<file path="src/rtl/spi_resp_if.sv">
// SPI command/response slave bus: serial pins, command/response status and FSM debug state.
// With XFER_COUNT_EN defined the bus also carries the completed-transfer counter.
interface spi_resp_if;
    logic        sclk;
    logic        mosi;
    logic        cs_n;
    logic        miso;
    logic        response_ready;
    logic [31:0] cmd_data;
    logic        cmd_valid;
    logic        resp_sent;
    logic        abort;
    logic [2:0]  state_dbg;
`ifdef XFER_COUNT_EN
    logic [15:0] xfer_count;
`endif

    modport slave (
        input  sclk, mosi, cs_n,
        output miso, response_ready, cmd_data, cmd_valid, resp_sent, abort, state_dbg
`ifdef XFER_COUNT_EN
        , output xfer_count
`endif
    );

    modport master (
        output sclk, mosi, cs_n,
        input  miso, response_ready, cmd_data, cmd_valid, resp_sent, abort, state_dbg
`ifdef XFER_COUNT_EN
        , input xfer_count
`endif
    );
endinterface

</file>
<file path="src/rtl/spi_resp_slave.sv">
// SPI mode-0 slave: receives a 32-bit command, answers cmd + RESP_ADD after RESP_LATENCY clks.
// Optional feature macro XFER_COUNT_EN adds a 16-bit completed-response counter.
module spi_resp_slave #(
    parameter int unsigned RESP_LATENCY = 2,
    parameter logic [31:0] RESP_ADD     = 32'h0000_0001
) (
    input  logic       clk,
    input  logic       rst,
    spi_resp_if.slave  bus
);
    typedef enum logic [2:0] {
        IDLE       = 3'd0,
        RX_CMD     = 3'd1,
        COMPUTE    = 3'd2,
        RESP_READY = 3'd3,
        TX_RESP    = 3'd4
    } state_t;

    localparam logic [3:0] LAT_LAST = 4'(RESP_LATENCY - 1);

    state_t      state_q, state_d;
    logic        sclk_d;
    logic        rise, fall;
    logic [5:0]  cnt_q, cnt_d;
    logic [3:0]  lat_q, lat_d;
    logic [31:0] shreg_q, shreg_d;
    logic [31:0] resp_q, resp_d;
    logic [31:0] cmd_q, cmd_d;
    logic        cmd_valid_q, cmd_valid_d;
    logic        resp_sent_q, resp_sent_d;
    logic        abort_q, abort_d;

    assign rise = bus.sclk & ~sclk_d;
    assign fall = ~bus.sclk & sclk_d;

    always_ff @(posedge clk or posedge rst) begin
        if (rst) begin
            state_q     <= IDLE;
            sclk_d      <= 1'b0;
            cnt_q       <= '0;
            lat_q       <= '0;
            shreg_q     <= '0;
            resp_q      <= '0;
            cmd_q       <= '0;
            cmd_valid_q <= 1'b0;
            resp_sent_q <= 1'b0;
            abort_q     <= 1'b0;
        end else begin
            state_q     <= state_d;
            sclk_d      <= bus.sclk;
            cnt_q       <= cnt_d;
            lat_q       <= lat_d;
            shreg_q     <= shreg_d;
            resp_q      <= resp_d;
            cmd_q       <= cmd_d;
            cmd_valid_q <= cmd_valid_d;
            resp_sent_q <= resp_sent_d;
            abort_q     <= abort_d;
        end
    end

    always_comb begin
        state_d     = state_q;
        cnt_d       = cnt_q;
        lat_d       = lat_q;
        shreg_d     = shreg_q;
        resp_d      = resp_q;
        cmd_d       = cmd_q;
        cmd_valid_d = 1'b0;
        resp_sent_d = 1'b0;
        abort_d     = 1'b0;
        case (state_q)
            IDLE: begin
                if (!bus.cs_n) begin
                    state_d = RX_CMD;
                    cnt_d   = '0;
                    shreg_d = '0;
                end
            end
            RX_CMD: begin
                // cs_n is checked first so a simultaneous sclk rise is dropped with the word
                if (bus.cs_n) begin
                    abort_d = (cnt_q != 6'd0);
                    state_d = IDLE;
                    cnt_d   = '0;
                    shreg_d = '0;
                end else if (rise) begin
                    shreg_d = {shreg_q[30:0], bus.mosi};
                    cnt_d   = cnt_q + 6'd1;
                    if (cnt_q == 6'd31) begin
                        cmd_d       = {shreg_q[30:0], bus.mosi};
                        cmd_valid_d = 1'b1;
                        state_d     = COMPUTE;
                        lat_d       = '0;
                        cnt_d       = '0;
                    end
                end
            end
            COMPUTE: begin
                if (bus.cs_n) begin
                    abort_d = 1'b1;
                    state_d = IDLE;
                end else if (lat_q == LAT_LAST) begin
                    resp_d  = cmd_q + RESP_ADD;
                    state_d = RESP_READY;
                end else begin
                    lat_d = lat_q + 4'd1;
                end
            end
            RESP_READY: begin
                if (bus.cs_n) begin
                    abort_d = 1'b1;
                    state_d = IDLE;
                end else if (rise) begin
                    state_d = TX_RESP;
                    cnt_d   = 6'd1;
                end
            end
            TX_RESP: begin
                // A completed 32nd bit wins over a concurrent cs_n rise: the response was delivered
                if (rise && cnt_q == 6'd31) begin
                    resp_sent_d = 1'b1;
                    cnt_d       = '0;
                    shreg_d     = '0;
                    state_d     = bus.cs_n ? IDLE : RX_CMD;
                end else if (bus.cs_n) begin
                    abort_d = 1'b1;
                    state_d = IDLE;
                end else begin
                    if (fall) resp_d = {resp_q[30:0], 1'b0};
                    if (rise) cnt_d = cnt_q + 6'd1;
                end
            end
            default: state_d = IDLE;
        endcase
    end

    assign bus.miso           = ((state_q == RESP_READY) || (state_q == TX_RESP)) ? resp_q[31] : 1'b0;
    assign bus.response_ready = (state_q == RESP_READY);
    assign bus.cmd_data       = cmd_q;
    assign bus.cmd_valid      = cmd_valid_q;
    assign bus.resp_sent      = resp_sent_q;
    assign bus.abort          = abort_q;
    assign bus.state_dbg      = state_q;

`ifdef XFER_COUNT_EN
    logic [15:0] xfer_count_q;

    always_ff @(posedge clk or posedge rst) begin
        if (rst) begin
            xfer_count_q <= '0;
        end else if (resp_sent_q) begin
            xfer_count_q <= xfer_count_q + 16'd1;
        end
    end

    assign bus.xfer_count = xfer_count_q;
`endif
endmodule
</file>
<file path="src/flat_wrapper.sv">
// flat-port wrapper written by rule: the top's interface ports become plain ports
module spi_resp_slave_flat 
#(
    parameter int unsigned RESP_LATENCY = 2,
    parameter logic [31:0] RESP_ADD     = 32'h0000_0001
)
  (clk, rst, bus_sclk, bus_mosi, bus_cs_n, bus_miso, bus_response_ready, bus_cmd_data, bus_cmd_valid, bus_resp_sent, bus_abort, bus_state_dbg);
  spi_resp_if bus_i ();
  input  logic clk;
  input  logic rst;
  input wire logic [$bits(bus_i.sclk)-1:0] bus_sclk;
  input wire logic [$bits(bus_i.mosi)-1:0] bus_mosi;
  input wire logic [$bits(bus_i.cs_n)-1:0] bus_cs_n;
  output wire logic [$bits(bus_i.miso)-1:0] bus_miso;
  output wire logic [$bits(bus_i.response_ready)-1:0] bus_response_ready;
  output wire logic [$bits(bus_i.cmd_data)-1:0] bus_cmd_data;
  output wire logic [$bits(bus_i.cmd_valid)-1:0] bus_cmd_valid;
  output wire logic [$bits(bus_i.resp_sent)-1:0] bus_resp_sent;
  output wire logic [$bits(bus_i.abort)-1:0] bus_abort;
  output wire logic [$bits(bus_i.state_dbg)-1:0] bus_state_dbg;
  assign bus_i.sclk = bus_sclk;
  assign bus_i.mosi = bus_mosi;
  assign bus_i.cs_n = bus_cs_n;
  assign bus_miso = bus_i.miso;
  assign bus_response_ready = bus_i.response_ready;
  assign bus_cmd_data = bus_i.cmd_data;
  assign bus_cmd_valid = bus_i.cmd_valid;
  assign bus_resp_sent = bus_i.resp_sent;
  assign bus_abort = bus_i.abort;
  assign bus_state_dbg = bus_i.state_dbg;
  spi_resp_slave #(.RESP_LATENCY(RESP_LATENCY), .RESP_ADD(RESP_ADD)) u_core (.clk(clk), .rst(rst), .bus(bus_i));
endmodule
</file>
<file path="config.mk">
export PLATFORM = sky130hd
export DESIGN_NAME = spi_resp_slave_flat
export DESIGN_NICKNAME = d
export VERILOG_FILES = /design/src/rtl/spi_resp_if.sv /design/src/rtl/spi_resp_slave.sv /design/src/flat_wrapper.sv
export SDC_FILE = /design/constraint.sdc
export NUM_CORES = 1
export LEC_CHECK = 0
export BUFFER_PORTS_ARGS = -buffer_cell sky130_fd_sc_hd__buf_2
export CORE_AREA = 3 3 101 103
export DETAILED_ROUTE_END_ITERATION = 8
export DIE_AREA = 0 0 104 106
export PLACE_DENSITY_LB_ADDON = 0.3
export SLEW_MARGIN = 20
export SYNTH_ARGS = -nofsm -noshare
export SYNTH_HDL_FRONTEND = slang
export SYNTH_SLANG_ARGS = --single-unit
export TNS_END_PERCENT = 100
</file>
<file path="constraint.sdc">
create_clock -name clk -period 7.3 [get_ports clk]
set_clock_uncertainty 0.15 [all_clocks]
set_input_delay 1.46 -clock clk [delete_from_list [all_inputs] [get_ports clk]]
set_output_delay 1.46 -clock clk [all_outputs]
set_load 0.02 [all_outputs]
</file>
==> impl_metrics.py, run 1 <==
metrics = {
    "status": {
        "outcome": "finished, final reports clean",
    },
    "sta": {
        "rsz0062_at_grt": "no",
        "finalHoldViolations": 0,
        "time_the_worst_path_needs_with_i_o_delays_and_setup_ns": 3.580,
        "slew_headroom_pct": 30.73,
        "final-setup-viol-count": 0,
        "totalNegativeSetupSlack_ns": 0,
        "worstMarginPinSlew_ns": 1.025,
        "slew_viol_final": 0,
        "timing.fmax_mhz": 279.3,
        "layout_worst_path_cycle_share_pct": 49.04,
    },
    "floorplanning": {
        "start_util_pct": 59.80,
        "die_w_um": 104,
        "core_um2": 9284,
        "die_y_um": 106,
        "std_cell_rows": 35,
        "die_area_um2": 11020,
        "i_o_pins": 45,
    },
    "synth": {
        "synthesis.yosys.warnings": 0,
        "synth.net_count": 597,
        "synth.yosys.seq_area_share_pct": 50.48,
        "synth_ff_type": "dfrtp_1",
        "syn_area_per_cell_um2": 9.458,
        "area_leader_netlist": "dfrtp_1",
        "netlist_top_cells_area": "dfrtp_1 (50%), nand2_1 (6.3%), mux2i_1 (5.9%)",
        "postSynth.asyncResetShare_pct": 100.0,
        "synth_top_area_share_pct": 50.48,
        "synth_seq_cells": 112,
        "synth_area_um2": 5552,
        "post_synth_inst_count": 587,
        "synth_edf_count": 0,
        "ys_types": 56,
    },
    "global_route": {
        "grt_util_met1_pct": 27.57,
        "wire_length_of_the_first_global_routing_pass_mm": 19.46,
        "grt.busiest_layer": "met2",
        "grt_pass1_vias": 4105,
        "grt_antenna_before_repair": 0,
        "global_route.usage.met2_pct": 36.40,
        "grt_overall_usage_pct": 21.33,
        "globalRouteOverflowTotal": 0,
        "gr-usage-met3_pct": 3.704,
        "grt_start_max_net_pins": 88,
    },
    "worst_hold_path": {
        "hold_path_depth": 2,
        "destination_of_the_worst_hold_path": "u_core.resp_q[8]",
        "min-delay-path-class": "reg2reg",
        "hold_path_startpoint": "u_core.resp_q[8]",
    },
    "routing": {
        "route.detailed.drc": 0,
        "antenna_violating_nets_post_route": 0,
        "routed_via_density": 5.664,
        "detailedRoute.firstIterationViolations": 346,
        "via_count": 4237,
        "post_drt_wl_per_cell_um": 15.19,
        "dr.pass1.iters": 5,
        "final_wirelength_mm": 11.36,
    },
    "setup_path": {
        "critical_path.max_fanout": 64,
        "critPathArrivalTime_ns": 3.70,
        "setup.worst_path.end_class": "register",
        "worst_r2r_path_depth": 5,
        "timing.critical_path.from_type": "input port",
        "worst_ep_required_time_ns": 7.42,
        "cp-startpoint": "bus_cs_n",
        "crit_type": "in2reg",
        "regToRegSetupSlack_ns": 4.05,
        "reg2reg_from": "u_core.bus.state_dbg[2]",
        "worstReg2RegEnd": "u_core.resp_q[22]",
    },
    "clock_network": {
        "clock_tree.htree_level_count": 3,
        "worst_skew_pair.late_latency_ns": 0.38,
        "postCtsSetupRepairBufs": 0,
        "clock_path_buffers": 2,
        "cts.root.buffer_cell": "clkbuf_8",
        "cts_buffers": 9,
        "cts_hold_buffers": 0,
        "postCtsResizedCells": 0,
        "tritoncts": "built",
        "cts.sink_count": 112,
        "cts.reportedPaths.clkPinSlew_ns": 0.11,
    },
    "placement": {
        "placedCellCount": 733,
        "gpl.final_weighted_congestion": 0.8382,
        "numPortBuffers": 44,
        "hpwl_mm": 7.964,
    },
    "run": {
        "maxCapViolCount": 0,
    },
    "pwr": {
        "power_density_nw_per_um2": 242.7,
        "vdd.ir_drop.worst_uv": 168.2,
        "p_leak_uw": 0.002709,
    },
    "finish": {
        "design.final.nets": 625,
        "layout.cells.non_filler": 748,
        "antennaDiodeCount": 0,
        "final.fill_count": 783,
        "area.growth.synth_to_final_pct": 9.015,
        "drive_above_1_share_pct": 13.25,
    },
}
## synth_stat cells (4+ instances only)
cell      number
xor2_1        25
a21oi_1       14
dfrtp_1      112
nand3_1       17
inv_1         38
o21ai_0       64
a211oi_1       4
nor3_1        12
and3_1         4
o21ai_1        7
mux2i_1       33
buf_2         11
nor4_1         4
a22oi_1       13
nand4_1       14
nand2b_1       5
o22ai_1        5
clkbuf_1      19
nand2_1       93
nor2_1        31
ha_1           5
xnor2_1        4
## layout by cell type, fill, tap and decap left out, types with 7 or more instances in the layout
master / instances
dfrtp_1: 112
nand2_1: 93
o21ai_0: 64
buf_2: 44
inv_1: 37
mux2i_1: 33
nor2_1: 30
xor2_1: 25
nand3_1: 16
nand4_1: 14
a21oi_1: 13
a22oi_1: 13
nor3_1: 12
clkbuf_8: 9
o21ai_1: 7
## worst max-delay path, cell delays in order
cell,delay (ns)
buf_2,0.21
nor4b_4,0.23
buf_4,0.38
nand3_2,0.82
mux2_2,0.58
## worst max-delay path by stage
stage | endpoint | slack, ns | cells after the start
2_1_floorplan | u_core.bus.abort | 2.73 | 1
3_3_place_gp | u_core.bus.cmd_data[0] | 3.39 | 5
3_5_place_dp | u_core.bus.cmd_data[0] | 3.32 | 5
4_1_cts | u_core.resp_q[22] | 3.73 | 6
5_1_grt | u_core.bus.cmd_data[11] | 3.49 | 5
6_report | u_core.bus.cmd_data[0] | 3.72 | 5
## layer usage
layer  wire [um]  share of wire [%]
met1        5122                 45
met2        5744                 51
met3         376                3.3
met4         116                1.0
met5           0                  0
## per-stage QoR
| step | hold slack, ns | util, % | setup WS (ns) | power, uW | area (um2) |
|---|---|---|---|---|---|
| after floorplan | 0.2935 | - | 2.731 | 1042 | 5552 |
| after global placement | 0.3108 | 63.11 | 3.389 | 1113 | 5859 |
| after detailed placement | 0.3238 | 63.11 | 3.321 | 1127 | 5859 |
| after CTS | 0.3465 | 65.09 | 3.729 | 1478 | 6043 |
| after global routing | 0.3597 | 65.19 | 3.489 | 1548 | 6052 |
| final | 0.3414 | 65.19 | 3.720 | 1469 | 6052 |
## power by group
part           switching [uW]  leakage, uW  total (uW)  internal (uW)
logic                     229      0.00107         391            163
registers                58.6      0.00155         726            668
clock network             219    0.0000956         351            132
## layout make-up
class                   instances  area, um2  area share, %
inverters                      38      145.1          2.398
clock buffers                   9      123.9          2.047
well taps                     129      161.4          2.667
flip-flops and latches        112       2803          46.31
clock inverters                 6      60.06         0.9924
repair buffers                 48      254.0          4.197
multi-input cells             406       2505          41.39
## registers in the layout, indices dropped and copies added, names as in the netlist
signal                cells
u_core.lat_q              4
u_core.bus.resp_sent      1
u_core.bus.abort          1
u_core.resp_q            32
u_core.sclk_d             1
u_core.bus.cmd_valid      1
u_core.shreg_q           31
u_core.cnt_q              6
u_core.bus.state_dbg      3
u_core.bus.cmd_data      32
## cells by family (layout without fill, tap and decap cells)
family | after synthesis | after routing | synth area share (%)
AOI/OAI and AO/OA | 128 | 128 | 13.68
muxes | 35 | 35 | 6.356
buffers and inverters | 69 | 101 | 4.981
DFF | 112 | 112 | 50.48
xor gates and xnor gates | 29 | 29 | 4.575
and+or+nand+nor | 209 | 209 | 18.80
adders and majority gates | 5 | 5 | 1.127
Power figures use the tool's default switching activity.
==> inputs of run 2 (changes only) <==
==> constraint.sdc (replaced) <==
create_clock -name clk -period 3.6 [get_ports clk]
set_clock_uncertainty 0.15 [all_clocks]
set_input_delay 0.72 -clock clk [delete_from_list [all_inputs] [get_ports clk]]
set_output_delay 0.72 -clock clk [all_outputs]
set_load 0.02 [all_outputs]
==> run 2 against run 1 <==
  * Total power increased by 110%
  * Worst setup slack got worse by 2.7 ns
  * Sequential power increased by 96%
  * Cell count increased by 1.7%
  * Combinational power increased by 130%
  * First-iteration DRC count decreased by 35%
  * Cell area increased by 2.3%
  * Hold slack got worse by 0.16 ns
  * Clock power increased by 120%
  * Largest power group unchanged
==> impl_metrics.py, run 2 (synthesized netlist as in run 1, its figures left out) <==
metrics = {
    "sta": {
        "slew_viol_final": 0,
        "finalWorstSetupSlack_ns": 0.9742,
        "totalNegativeSetupSlack_ns": 0,
        "layout_worst_path_cycle_share_pct": 72.94,
        "worstMarginPinSlew_ns": 0.7831,
        "timing.fmax_mhz": 380.8,
        "time_the_worst_path_needs_with_i_o_delays_and_setup_ns": 2.626,
        "rsz0062_at_grt": "no",
        "slew_headroom_pct": 47.31,
        "finalHoldViolations": 0,
        "final-setup-viol-count": 0,
    },
    "routing": {
        "routed_via_density": 5.619,
        "via_count": 4276,
        "antenna_violating_nets_post_route": 0,
        "post_drt_wl_per_cell_um": 15.28,
        "dr.pass1.iters": 5,
        "detailedRoute.firstIterationViolations": 225,
        "route.detailed.drc": 0,
        "final_wirelength_mm": 11.63,
    },
    "placement": {
        "dpl-instance-area_um2": 5968,
        "numPortBuffers": 44,
        "gpl.final_weighted_congestion": 0.9473,
        "hpwl_mm": 8.272,
        "dp_worst_setup_slack_ns": 0.9289,
    },
    "floorplanning": {
        "start_util_pct": 59.80,
        "die_w_um": 104,
        "die_y_um": 106,
        "die_area_um2": 11020,
        "std_cell_rows": 35,
        "i_o_pins": 45,
        "core_um2": 9284,
    },
    "pwr": {
        "vdd.ir_drop.worst_uv": 322.6,
        "design_power_total_uw": 3094,
        "power_density_nw_per_um2": 499.8,
        "p_leak_uw": 0.002773,
    },
    "finish": {
        "area.growth.synth_to_final_pct": 11.49,
        "drive_above_1_share_pct": 14.87,
        "sequential_cell_area_um2": 2803,
        "final.fill_count": 771,
        "fin_util_pct": 66.67,
        "antennaDiodeCount": 0,
        "leading_cell_type_in_the_layout_fill_and_taps_excluded": "dfrtp_1",
        "design.final.nets": 637,
        "final_cell_mix": "dfrtp_1 (112), nand2_1 (93), o21ai_0 (64)",
        "finalInstanceArea_um2": 6190,
        "multi_input_gate_area_um2": 2500,
    },
    "global_route": {
        "grt_pass1_vias": 4129,
        "globalRouteOverflowTotal": 0,
        "grt_start_max_net_pins": 48,
        "wire_length_of_the_first_global_routing_pass_mm": 19.98,
        "grt_antenna_before_repair": 0,
        "grt_overall_usage_pct": 22.06,
    },
    "setup_path": {
        "worst_ep_required_time_ns": 3.74,
        "critPathArrivalTime_ns": 2.77,
        "reg2reg_from": "u_core.bus.state_dbg[1]",
        "worst_r2r_path_depth": 6,
        "crit_type": "reg2reg",
        "critical_path.max_fanout": 20,
        "setup.worst_path.end_class": "register",
        "cp-startpoint": "u_core.bus.state_dbg[1]",
        "timing.critical_path.from_type": "register",
    },
    "run": {
        "maxCapViolCount": 0,
    },
    "clock_network": {
        "postCtsResizedCells": 0,
        "cts_hold_buffers": 0,
        "cts_buffers": 9,
        "cts.sink_count": 112,
        "postCtsSetupRepairBufs": 0,
        "tritoncts": "built",
        "clock_tree.htree_level_count": 3,
        "cts.root.buffer_cell": "clkbuf_8",
        "worst_skew_pair.late_latency_ns": 0.38,
        "clock_path_buffers": 2,
        "cts.reportedPaths.clkPinSlew_ns": 0.11,
    },
    "worst_hold_path": {
        "min-delay-path-class": "in2async",
    },
    "status": {
        "outcome": "finished, final reports clean",
    },
}
## run 2: cell types whose count changed in the layout (fill, tap and decap cells not counted), sizes merged
| cell | previous run | this run |
|---|---|---|
| inv | 42 | 40 |
| clkinv | 2 | 0 |
| clkbuf | 9 | 10 |
| clkinvlp | 0 | 3 |
| bufinv | 0 | 1 |
| buf | 48 | 60 |
## run 2: report_power, final
part / switching (uW) / total [uW] / internal (uW)
registers: 66.8 / 1420 / 1350
logic: 531 / 902 / 371
clock network: 438 / 770 / 332
total: 1040 / 3090 / 2060
## run 2: final timing paths
kind	to	slack [ns]
max	u_core.resp_q[9]	0.97
min	u_core.cnt_q[1]	0.18
max reg2reg	u_core.resp_q[9]	0.97
min reg2reg	u_core.resp_q[8]	0.34
max in group asynchronous	u_core.bus.cmd_data[15]	2.39
min in group clk	u_core.resp_q[8]	0.34
## run 2: stage by stage
step,instances,hold slack [ns]
after floorplan,587,0.2935
after global placement,744,0.3114
after detailed placement,744,0.3211
after CTS,760,0.3444
after global routing,761,0.1846
final,761,0.1773
## run 2: critical path, stage by stage, from the launching register on
cell and delay [ns]:
dfrtp_1 0.39, or3b_1 0.71, nor4b_4 0.31, buf_4 0.24, nand2b_1 0.40, o21ai_0 0.16, o21ai_1 0.19
## run 2: area by class of cell
| class | instances | share of cell area [%] |
|---|---|---|
| repair buffers | 60 | 6.105 |
| inverters | 38 | 2.365 |
| clock inverters | 6 | 1.193 |
| well taps | 129 | 2.608 |
| multi-input cells | 406 | 40.39 |
| flip-flops and latches | 112 | 45.28 |
| clock buffers | 10 | 2.062 |
## run 2: metal layers
metal  part of all wire, %  global-route usage (%)  vias to the layer above  routed length (um)
li1                      -                       -                     2100                   -
met1                    46                   29.84                     2070                5336
met2                    49                   36.49                       88                5683
met3                   3.8                   3.886                       18                 446
met4                   1.4                   7.028                        0                 165
met5                     0                       0                        -                   0
